--- src/rtl/huff_pkg.sv ---
// huff_pkg: shared types and constants for the Huffman bit packer
// Contents:
//   state_t        packer FSM states (IDLE: no table, RUN, FLUSH)
//   MAX_CODE_LEN_W width of a per-symbol code length
//   SYM_W          symbol value width
//   CODE_W         width of one right-aligned code table entry
//   nbits_w()      width needed to count 0..out_w valid bits
package huff_pkg;

    typedef enum logic [1:0] {IDLE, RUN, FLUSH} state_t;

    localparam int MAX_CODE_LEN_W = 8;
    localparam int SYM_W = 8;
    localparam int CODE_W = 16;

    function automatic int nbits_w(input int out_w);
        return $clog2(out_w + 1);
    endfunction

endpackage

--- src/rtl/huff_code_lookup.sv ---
// huff_code_lookup: registered Huffman code table with length derivation and symbol match
// Ports:
//   clk, rst      clock, asynchronous active-low reset
//   load          capture the table inputs below (accepted load only)
//   bits_packed   count of codes per length, length i in bits [8*i-1 -: 8]
//   val_packed    symbol value per canonical index k
//   code_packed   right-aligned code per canonical index k
//   sym           symbol to look up
//   hit           sym matches a valid entry
//   code          low len bits of the matching entry's code, upper bits zero
//   len           code length of the matching entry
module huff_code_lookup
    import huff_pkg::*;
#(
    parameter int SYMBOLS  = 4,
    parameter int MAX_BITS = 16
) (
    input  logic                        clk,
    input  logic                        rst,
    input  logic                        load,
    input  logic [8*MAX_BITS-1:0]       bits_packed,
    input  logic [SYM_W*SYMBOLS-1:0]    val_packed,
    input  logic [CODE_W*SYMBOLS-1:0]   code_packed,
    input  logic [SYM_W-1:0]            sym,
    output logic                        hit,
    output logic [CODE_W-1:0]           code,
    output logic [MAX_CODE_LEN_W-1:0]   len
);

    logic [SYM_W-1:0]          val_q  [SYMBOLS];
    logic [CODE_W-1:0]         code_q [SYMBOLS];
    logic [MAX_CODE_LEN_W-1:0] len_q  [SYMBOLS];
    logic [SYMBOLS-1:0]        ok_q;

    logic [MAX_CODE_LEN_W-1:0] len_d  [SYMBOLS];
    logic [SYMBOLS-1:0]        ok_d;
    logic [15:0]               cum;

    // len[k] is the first length whose running code count passes k;
    // indices never reached by the histogram total stay invalid
    always_comb begin
        cum = '0;
        for (int k = 0; k < SYMBOLS; k++) begin
            len_d[k] = '0;
            ok_d[k]  = 1'b0;
            cum      = '0;
            for (int i = 1; i <= MAX_BITS; i++) begin
                cum = cum + 16'(bits_packed[8*i-1 -: 8]);
                if (!ok_d[k] && cum > 16'(k)) begin
                    len_d[k] = MAX_CODE_LEN_W'(i);
                    ok_d[k]  = 1'b1;
                end
            end
        end
    end

    always_ff @(posedge clk or negedge rst) begin
        if (!rst) begin
            ok_q <= '0;
            for (int k = 0; k < SYMBOLS; k++) begin
                val_q[k]  <= '0;
                code_q[k] <= '0;
                len_q[k]  <= '0;
            end
        end else if (load) begin
            ok_q <= ok_d;
            for (int k = 0; k < SYMBOLS; k++) begin
                val_q[k]  <= val_packed[SYM_W*k +: SYM_W];
                code_q[k] <= code_packed[CODE_W*k +: CODE_W];
                len_q[k]  <= len_d[k];
            end
        end
    end

    // scan from the top so the lowest matching index is the one left standing
    always_comb begin
        hit  = 1'b0;
        code = '0;
        len  = '0;
        for (int k = SYMBOLS - 1; k >= 0; k--) begin
            if (ok_q[k] && val_q[k] == sym) begin
                hit  = 1'b1;
                len  = len_q[k];
                code = code_q[k] & ((CODE_W'(1) << len_q[k]) - CODE_W'(1));
            end
        end
    end

endmodule

--- src/rtl/huff_bit_packer.sv ---
// huff_bit_packer: maps symbols through a loaded Huffman table and packs codes MSB-first into words
// Build option: define HUFF_PAD_ONES_EN to pad the final flush word with ones instead of zeros.
// Ports:
//   clk, rst                 clock, asynchronous active-low reset
//   load                     table load strobe (accepted in IDLE, or RUN when empty)
//   BITS_packed              count of codes per length, length i in bits [8*i-1 -: 8]
//   HUFFMANVAL_packed        symbol value per canonical index k
//   HUFFMAN_CODE_packed      right-aligned code per canonical index k
//   in_valid/in_ready        symbol handshake, sym_in the symbol
//   flush                    one-cycle request to emit the padded partial word
//   out_valid/out_ready      word handshake
//   out_data                 packed word, first code bit at MSB
//   out_nbits                valid bits in out_data
//   out_last                 final word of a flush
//   flush_done               one-cycle pulse after a flush completes
//   table_valid              a table is loaded
//   sym_err                  sticky unmatched-symbol flag, cleared by accepted load
module huff_bit_packer
    import huff_pkg::*;
#(
    parameter int SYMBOLS  = 4,
    parameter int MAX_BITS = 16,
    parameter int OUT_W    = 32
) (
    input  logic                        clk,
    input  logic                        rst,
    input  logic                        load,
    input  logic [8*MAX_BITS-1:0]       BITS_packed,
    input  logic [SYM_W*SYMBOLS-1:0]    HUFFMANVAL_packed,
    input  logic [CODE_W*SYMBOLS-1:0]   HUFFMAN_CODE_packed,
    input  logic                        in_valid,
    output logic                        in_ready,
    input  logic [SYM_W-1:0]            sym_in,
    input  logic                        flush,
    output logic                        out_valid,
    input  logic                        out_ready,
    output logic [OUT_W-1:0]            out_data,
    output logic [nbits_w(OUT_W)-1:0]   out_nbits,
    output logic                        out_last,
    output logic                        flush_done,
    output logic                        table_valid,
    output logic                        sym_err
);

    localparam int AW = OUT_W + MAX_BITS;
    localparam int FW = $clog2(AW + 1);
    localparam int NW = nbits_w(OUT_W);

    state_t                    state;
    logic [AW-1:0]             acc;
    logic [FW-1:0]             fill;

    logic                      hit;
    logic [CODE_W-1:0]         code;
    logic [MAX_CODE_LEN_W-1:0] len;

    logic                      accept;
    logic                      can_out;
    logic                      pop;
    logic                      pad_pop;
    logic                      load_ok;
    logic [AW-1:0]             app;
    logic [OUT_W-1:0]          top_word;
    logic [OUT_W-1:0]          pad_word;

    huff_code_lookup #(
        .SYMBOLS  (SYMBOLS),
        .MAX_BITS (MAX_BITS)
    ) u_lookup (
        .clk         (clk),
        .rst         (rst),
        .load        (load_ok),
        .bits_packed (BITS_packed),
        .val_packed  (HUFFMANVAL_packed),
        .code_packed (HUFFMAN_CODE_packed),
        .sym         (sym_in),
        .hit         (hit),
        .code        (code),
        .len         (len)
    );

    assign in_ready = (state == RUN) && (fill < FW'(OUT_W));
    assign accept   = in_valid && in_ready;
    assign can_out  = !out_valid || out_ready;
    // pop needs fill >= OUT_W while accept needs fill < OUT_W, so they never coincide
    assign pop      = (fill >= FW'(OUT_W)) && can_out;
    assign pad_pop  = (state == FLUSH) && (fill != '0) && (fill < FW'(OUT_W)) && can_out;
    assign load_ok  = load && (state == IDLE || (state == RUN && fill == '0 && !out_valid));

    // pending bits sit left-aligned; a new code lands directly under them
    // (fill + len <= AW - 1 whenever a symbol is accepted, so the shift is in range)
    assign app      = AW'(code) << (FW'(AW) - fill - FW'(len));
    assign top_word = acc[AW-1 -: OUT_W];

    // bits below fill are always zero, so zero padding needs no masking
`ifdef HUFF_PAD_ONES_EN
    assign pad_word = top_word | ({OUT_W{1'b1}} >> fill);
`else
    assign pad_word = top_word;
`endif

    always_ff @(posedge clk or negedge rst) begin
        if (!rst) begin
            state       <= IDLE;
            acc         <= '0;
            fill        <= '0;
            out_valid   <= 1'b0;
            out_data    <= '0;
            out_nbits   <= '0;
            out_last    <= 1'b0;
            flush_done  <= 1'b0;
            table_valid <= 1'b0;
            sym_err     <= 1'b0;
        end else begin
            flush_done <= 1'b0;
            if (out_ready)
                out_valid <= 1'b0;
            if (accept && hit) begin
                acc  <= acc | app;
                fill <= fill + FW'(len);
            end
            if (accept && !hit)
                sym_err <= 1'b1;
            if (pop) begin
                out_valid <= 1'b1;
                out_data  <= top_word;
                out_nbits <= NW'(OUT_W);
                // a full word that empties the accumulator during a flush is its last word
                out_last  <= (state == FLUSH) && (fill == FW'(OUT_W));
                acc       <= acc << OUT_W;
                fill      <= fill - FW'(OUT_W);
            end
            if (pad_pop) begin
                out_valid <= 1'b1;
                out_data  <= pad_word;
                out_nbits <= NW'(fill);
                out_last  <= 1'b1;
                acc       <= '0;
                fill      <= '0;
            end
            if (state == RUN && flush)
                state <= FLUSH;
            if (state == FLUSH && fill == '0 && can_out) begin
                state      <= RUN;
                flush_done <= 1'b1;
            end
            if (load_ok) begin
                state       <= RUN;
                table_valid <= 1'b1;
                sym_err     <= 1'b0;
            end
        end
    end

endmodule

--- config.mk ---
export PLATFORM = sky130hd
export DESIGN_NAME = huff_bit_packer
export DESIGN_NICKNAME = d
export VERILOG_FILES = /design/src/rtl/huff_pkg.sv /design/src/rtl/huff_code_lookup.sv /design/src/rtl/huff_bit_packer.sv
export SDC_FILE = /design/constraint.sdc
export NUM_CORES = 1
export LEC_CHECK = 0
export BUFFER_PORTS_ARGS = -buffer_cell sky130_fd_sc_hd__buf_4
export CORE_MARGIN = 2
export CORE_UTILIZATION = 47
export CTS_CLUSTER_DIAMETER = 100
export DETAILED_ROUTE_END_ITERATION = 8
export GPL_ROUTABILITY_DRIVEN = 0
export PLACE_DENSITY = 0.7
export SLEW_MARGIN = 15
export SYNTH_ARGS = -nofsm -noshare
export SYNTH_HDL_FRONTEND = slang
export SYNTH_SLANG_ARGS = --single-unit
--- constraint.sdc ---
create_clock -name clk -period 4.4 [get_ports clk]
set_input_delay 0.44 -clock clk [delete_from_list [all_inputs] [get_ports clk]]
set_output_delay 0.44 -clock clk [all_outputs]
set_load 0.02 [all_outputs]
==> results of run 1 <==
-- per-layer routing --
| layer | share of wire | vias up | global-route usage | wire length, um |
|---|---|---|---|---|
| li1 | - | 12102 | - | - |
| met1 | 0.38 | 12481 | 0.398 | 32800 |
| met2 | 0.49 | 1314 | 0.587 | 41800 |
| met3 | 0.068 | 366 | 0.0324 | 5770 |
| met4 | 0.058 | 0 | 0.159 | 4930 |
| met5 | 0 | - | 0 | 0 |
-- path summary, 6_finish.rpt --
kind,start,endpoint,slack (ps),cells after the start
max,BITS_packed[0],u_lookup.ok_q[0],-7370,54
max reg2reg,u_lookup.val_q[8],acc[7],0,20
min,rst,u_lookup.code_q[41],-30,1
max in group asynchronous,rst,out_data[28],3320,2
min in group clk,HUFFMANVAL_packed[5],u_lookup.val_q[29],100,3
min reg2reg,out_data[1],out_data[1],470,2
-- worst reg2reg max path, delay by kind of cell (launching register included) --
| family | cells | cell delay [ps] |
|---|---|---|
| buf+inv | 4 | 630 |
| fa+ha+maj | 1 | 490 |
| xor+xnor | 2 | 350 |
| flops | 1 | 410 |
| simple gates | 9 | 1790 |
| compound gates | 4 | 670 |
-- per-stage QoR --
step	hold WS (ps)	utilization	setup WS [ps]
4_1_cts	39.8	0.681	-7030
3_3_place_gp	452	0.646	-7690
5_1_grt	37.3	0.712	-7750
6_report	-34.6	0.712	-7370
2_1_floorplan	144	-	-7140
3_5_place_dp	457	0.646	-8120
-- registers in the layout (all words and copies together), names as in the netlist --
signal	flops
acc	48
state	2
out_data	32
u_lookup.val_q	32
u_lookup.ok_q	4
out_last	1
out_nbits	6
u_lookup.len_q	20
fill	6
flush_done	1
u_lookup.code_q	64
sym_err	1
table_valid	1
out_valid	1
-- logic make-up after synthesis --
kind of cell    Yosys count  synth area share
fa+ha+maj               158            0.0967
compound gates          769             0.230
flops                   219             0.251
xor+xnor                164            0.0759
simple gates           1307             0.277
mux                      52            0.0275
buf+inv                 231            0.0411
-- cell usage after synthesis (all sizes together), types with 28 or more instances --
| cell | number | area, um2 |
|---|---|---|
| xor2 | 29 | 269 |
| clkbuf | 105 | 395 |
| a21o | 54 | 405 |
| xnor2 | 126 | 1180 |
| nor4 | 40 | 290 |
| nand2 | 580 | 2180 |
| o21a | 30 | 225 |
| nor2b | 41 | 257 |
| nor2 | 271 | 1030 |
| a21oi | 223 | 1140 |
| dfrtp | 219 | 5480 |
| o21ai | 189 | 950 |
| a31oi | 28 | 175 |
| mux2i | 31 | 330 |
| a211oi | 38 | 308 |
| nor3 | 92 | 477 |
| inv | 108 | 405 |
| ha | 140 | 1750 |
| nand3 | 84 | 420 |
| nand4 | 28 | 175 |
-- layout make-up --
cell class	instances	area, um2
Fill cell	3391	13100
Multi-Input combinational cell	2450	17700
Clock buffer	27	588
Antenna cell	1	2.50
Sequential cell	219	5480
Clock inverter	7	92.6
Tap cell	600	751
Inverter	109	414
Timing Repair Buffer	975	7440
-- repair_timing --
item,CTS,global route
gates resized for setup,133,231
pin swaps,100,105
endpoints found under the setup margin,51,63
setup buffers,30,21
hold buffers,0,0
==> metrics.yaml, run 1 <==
timing:
  finalHoldViolCount: 11
  worstMarginPinSlew_ps: 1020
  fin_crit_ps: 11770
  finalSetupTns_ps: -172470
  slew_violations: 0
  hold_slack_ps: -34.6
  fin_ws_ps: -7370
  rsz0062_at_grt: "yes"
  fmax_ghz: 0.0849
  setup_violations: 24
  period_share: 2.68
  skew_ps: 12.3
  slew_headroom: 0.320
critical_path:
  path_class: "input port to register"
  cp_max_fo: 4
  crit_required_ps: 4830
  crit_family: "adder cells"
  critPathCaptureType: "register"
  crit_top_cell: "ha_4"
  cp_slowest_cell: "fa_2"
  crit_path_start_kind: "input port"
  arrival_ps: 12200
  cp_slowest_stage_delay_ps: 590
  crit_buf_inv: 8
layout:
  final_common_cell: "buf_4"
  final_area_mm2: 0.0324
  fin_cells: 4388
  synthToLayoutAreaGrowth_pct: 48.6
  final_nets: 4172
  drive_gt1_frac: 0.372
  most-common-layout-cells: "buf_4, nand2_1, nor2_1"
detailed_routing:
  via_per_inst: 5.99
  drc: 0
  drtIter0Drc: 2355
  drt_first_pass_iters: 8
  drt_wl_total_um: 85300
  antenna_left: 0
  dr_total_vias: 26263
  routedWlPerCell_um: 19.4
die:
  dieArea_mm2: 0.0482
  die_x_um: 220
  start_util: 0.479
  die-height_um: 220
  rows: 78
  coreArea_mm2: 0.0456
  ios: 282
place:
  post_dp_cell_area_mm2: 0.0294
  hpwl_um: 64500
  io_buffer_count: 281
  post-place-cells: 4304
synth:
  ys_ff_latch: 219
  ys_seq_area_frac: 0.251
  ys_types: 120
  async_flop_share: 1.00
  synth_area_mm2: 0.0218
  syn-num-nets: 3296
  yosys_warnings: 0
  synth_edf_count: 0
  syn_area_per_cell_um2: 7.53
  synthCells: 2900
  synth_flop_cell: "dfrtp_1"
hold_path:
  min_path_type: "input port to asynchronous set/reset pin"
outcome:
  failed_checks: "negative hold slack, negative setup slack"
  status: "finished, violations left"
global_route:
  grt_pass1_wl_um: 129000
  track_usage: 0.330
  first_global_vias: 25715
  grt_max_degree: 101
  antenna_found_initial: 1
  grt.overflow.total: 0
clock_network:
  htreeDepth: 1
  root_buffer: "clkbuf_16"
  cts_buffer_depth: 3
  cts-buffers-inserted: 21
  path_clk_slew_ps: 70
  cts_sinks: 219
  cts_tree: "yes"
  clk_latency_ps: 540
run:
  max_cap_violations: 0
Power of run 1 is left out: the tool's default activity adds up to more than one toggle a clock period on the data nets, which glitch-free logic cannot reach.
==> run 2, diff against run 1 <==
CELL_PAD_IN_SITES_DETAIL_PLACEMENT = 1   (was unset)
CELL_PAD_IN_SITES_GLOBAL_PLACEMENT = 2   (was unset)
CORE_UTILIZATION = 31   (was 47)
MAX_ROUTING_LAYER = met4   (was unset)
PLACE_DENSITY = unset   (was 0.7)
PLACE_DENSITY_LB_ADDON = 0.1   (was unset)
==> metrics.yaml, run 2 (synthesis results as in run 1) <==
outcome:
  status: "finished, violations left"
  failed_checks: "negative hold slack, negative setup slack"
detailed_routing:
  drtIter0Drc: 1211
  drc: 0
  antenna_left: 0
  via_per_inst: 5.28
  drt_wl_total_um: 96800
  dr_total_vias: 25484
  drt_first_pass_iters: 5
  routedWlPerCell_um: 20.1
place:
  hpwl_um: 77900
  post-place-cells: 4714
  io_buffer_count: 281
  post_dp_cell_area_mm2: 0.0304
  dp_slack_ps: -8390
die:
  die-height_um: 269
  ios: 282
  rows: 97
  coreArea_mm2: 0.0699
  die_x_um: 269
  start_util: 0.312
  dieArea_mm2: 0.0726
clock_network:
  cts_hold_buf: 0
  htreeDepth: 1
  cts_tree: "yes"
  path_clk_slew_ps: 70
  root_buffer: "clkbuf_16"
  cts-buffers-inserted: 22
  cts_sinks: 219
  clk_latency_ps: 540
  cts_buffer_depth: 3
timing:
  rsz0062_at_grt: "yes"
  period_share: 2.62
  setup_violations: 24
  skew_ps: 15.6
  fin_ws_ps: -7130
  finalHoldViolCount: 45
  hold_slack_ps: -31.3
  finalSetupTns_ps: -166840
  fin_crit_ps: 11530
  slew_headroom: 0.276
  fmax_ghz: 0.0867
  worstMarginPinSlew_ps: 1090
  slew_violations: 0
layout:
  reg.largest.list: "u_lookup.code_q: 64 flops, acc: 48 flops"
  drive_gt1_frac: 0.408
  final_nets: 4266
  final_area_mm2: 0.0341
  fillCellCount: 8425
  fin_cells: 4824
  synthToLayoutAreaGrowth_pct: 56.1
  most-common-layout-cells: "buf_4, nand2_1, nor2_1"
  largest-register: "u_lookup.code_q"
  final_common_cell: "buf_4"
  n_antenna_cell: 0
  largest_reg_flops: 64
critical_path:
  cp_max_fo: 3
  crit_required_ps: 4820
  cp_slowest_cell: "fa_2"
  cp_slowest_stage_delay_ps: 610
  path_class: "input port to register"
  crit_path_start_kind: "input port"
  arrival_ps: 11950
  critPathCaptureType: "register"
  crit_top_cell: "fa_2"
global_route:
  first_global_vias: 27814
  track_usage: 0.264
  grt_pass1_wl_um: 152000
  grt_max_degree: 109
  grt.overflow.total: 0
  antenna_found_initial: 1
hold_path:
  min_path_type: "input port to asynchronous set/reset pin"
run:
  max_cap_violations: 0
## run 2: final cells by class
cell class,count,area [um2],share of cell area
Sequential cell,219,5480,0.161
Tap cell,940,1180,0.0345
Inverter,109,415,0.0122
Clock inverter,7,95.1,0.00279
Timing Repair Buffer,1067,8150,0.239
Clock buffer,31,656,0.0192
Multi-Input combinational cell,2450,18100,0.531
Timing Repair inverter,1,7.51,0.000220
## run 2: final timing paths
path	startpoint	end	slack (ps)	depth (start not counted)
worst min-delay path	rst	u_lookup.code_q[3]	-30	1
worst max register to register	u_lookup.val_q[15]	acc[33]	30	21
worst max-delay path	BITS_packed[0]	u_lookup.ok_q[0]	-7130	38
max in group asynchronous	rst	out_data[8]	3420	2
worst min register to register	out_data[18]	out_data[18]	470	2
min in group clk	HUFFMANVAL_packed[13]	u_lookup.val_q[21]	90	3
## run 2: metrics by stage
stage	util	hold slack [ps]
final	0.488	-31.3
after CTS	0.469	18.4
after global routing	0.488	32.6
after global placement	0.434	451
after detailed placement	0.434	459
after floorplan	-	144
## run 2: per-layer routing
layer,GRT usage,part of all wire,vias up
li1,-,-,12287
met1,0.308,0.42,12655
met2,0.496,0.53,416
met3,0.00891,0.021,126
met4,0.0706,0.028,0
met5,-,0,-
## run 2: worst max-delay path, delay by kind of cell
kind | cells | cell delay [ps]
adder cells (fa/ha/maj) | 16 | 7870
AO/OA/AOI/OAI | 10 | 1770
AND/OR/NAND/NOR | 5 | 1290
buffers and inverters | 6 | 460
XOR/XNOR | 1 | 110
## run 2: repair_timing
item	4_1_cts	5_1_grt
buffers inserted	51	25
cloned	1	0
setup endpoints to repair	53	71
pin swaps	140	113
resized for setup	250	238
Power of run 2 is left out for the same reason.
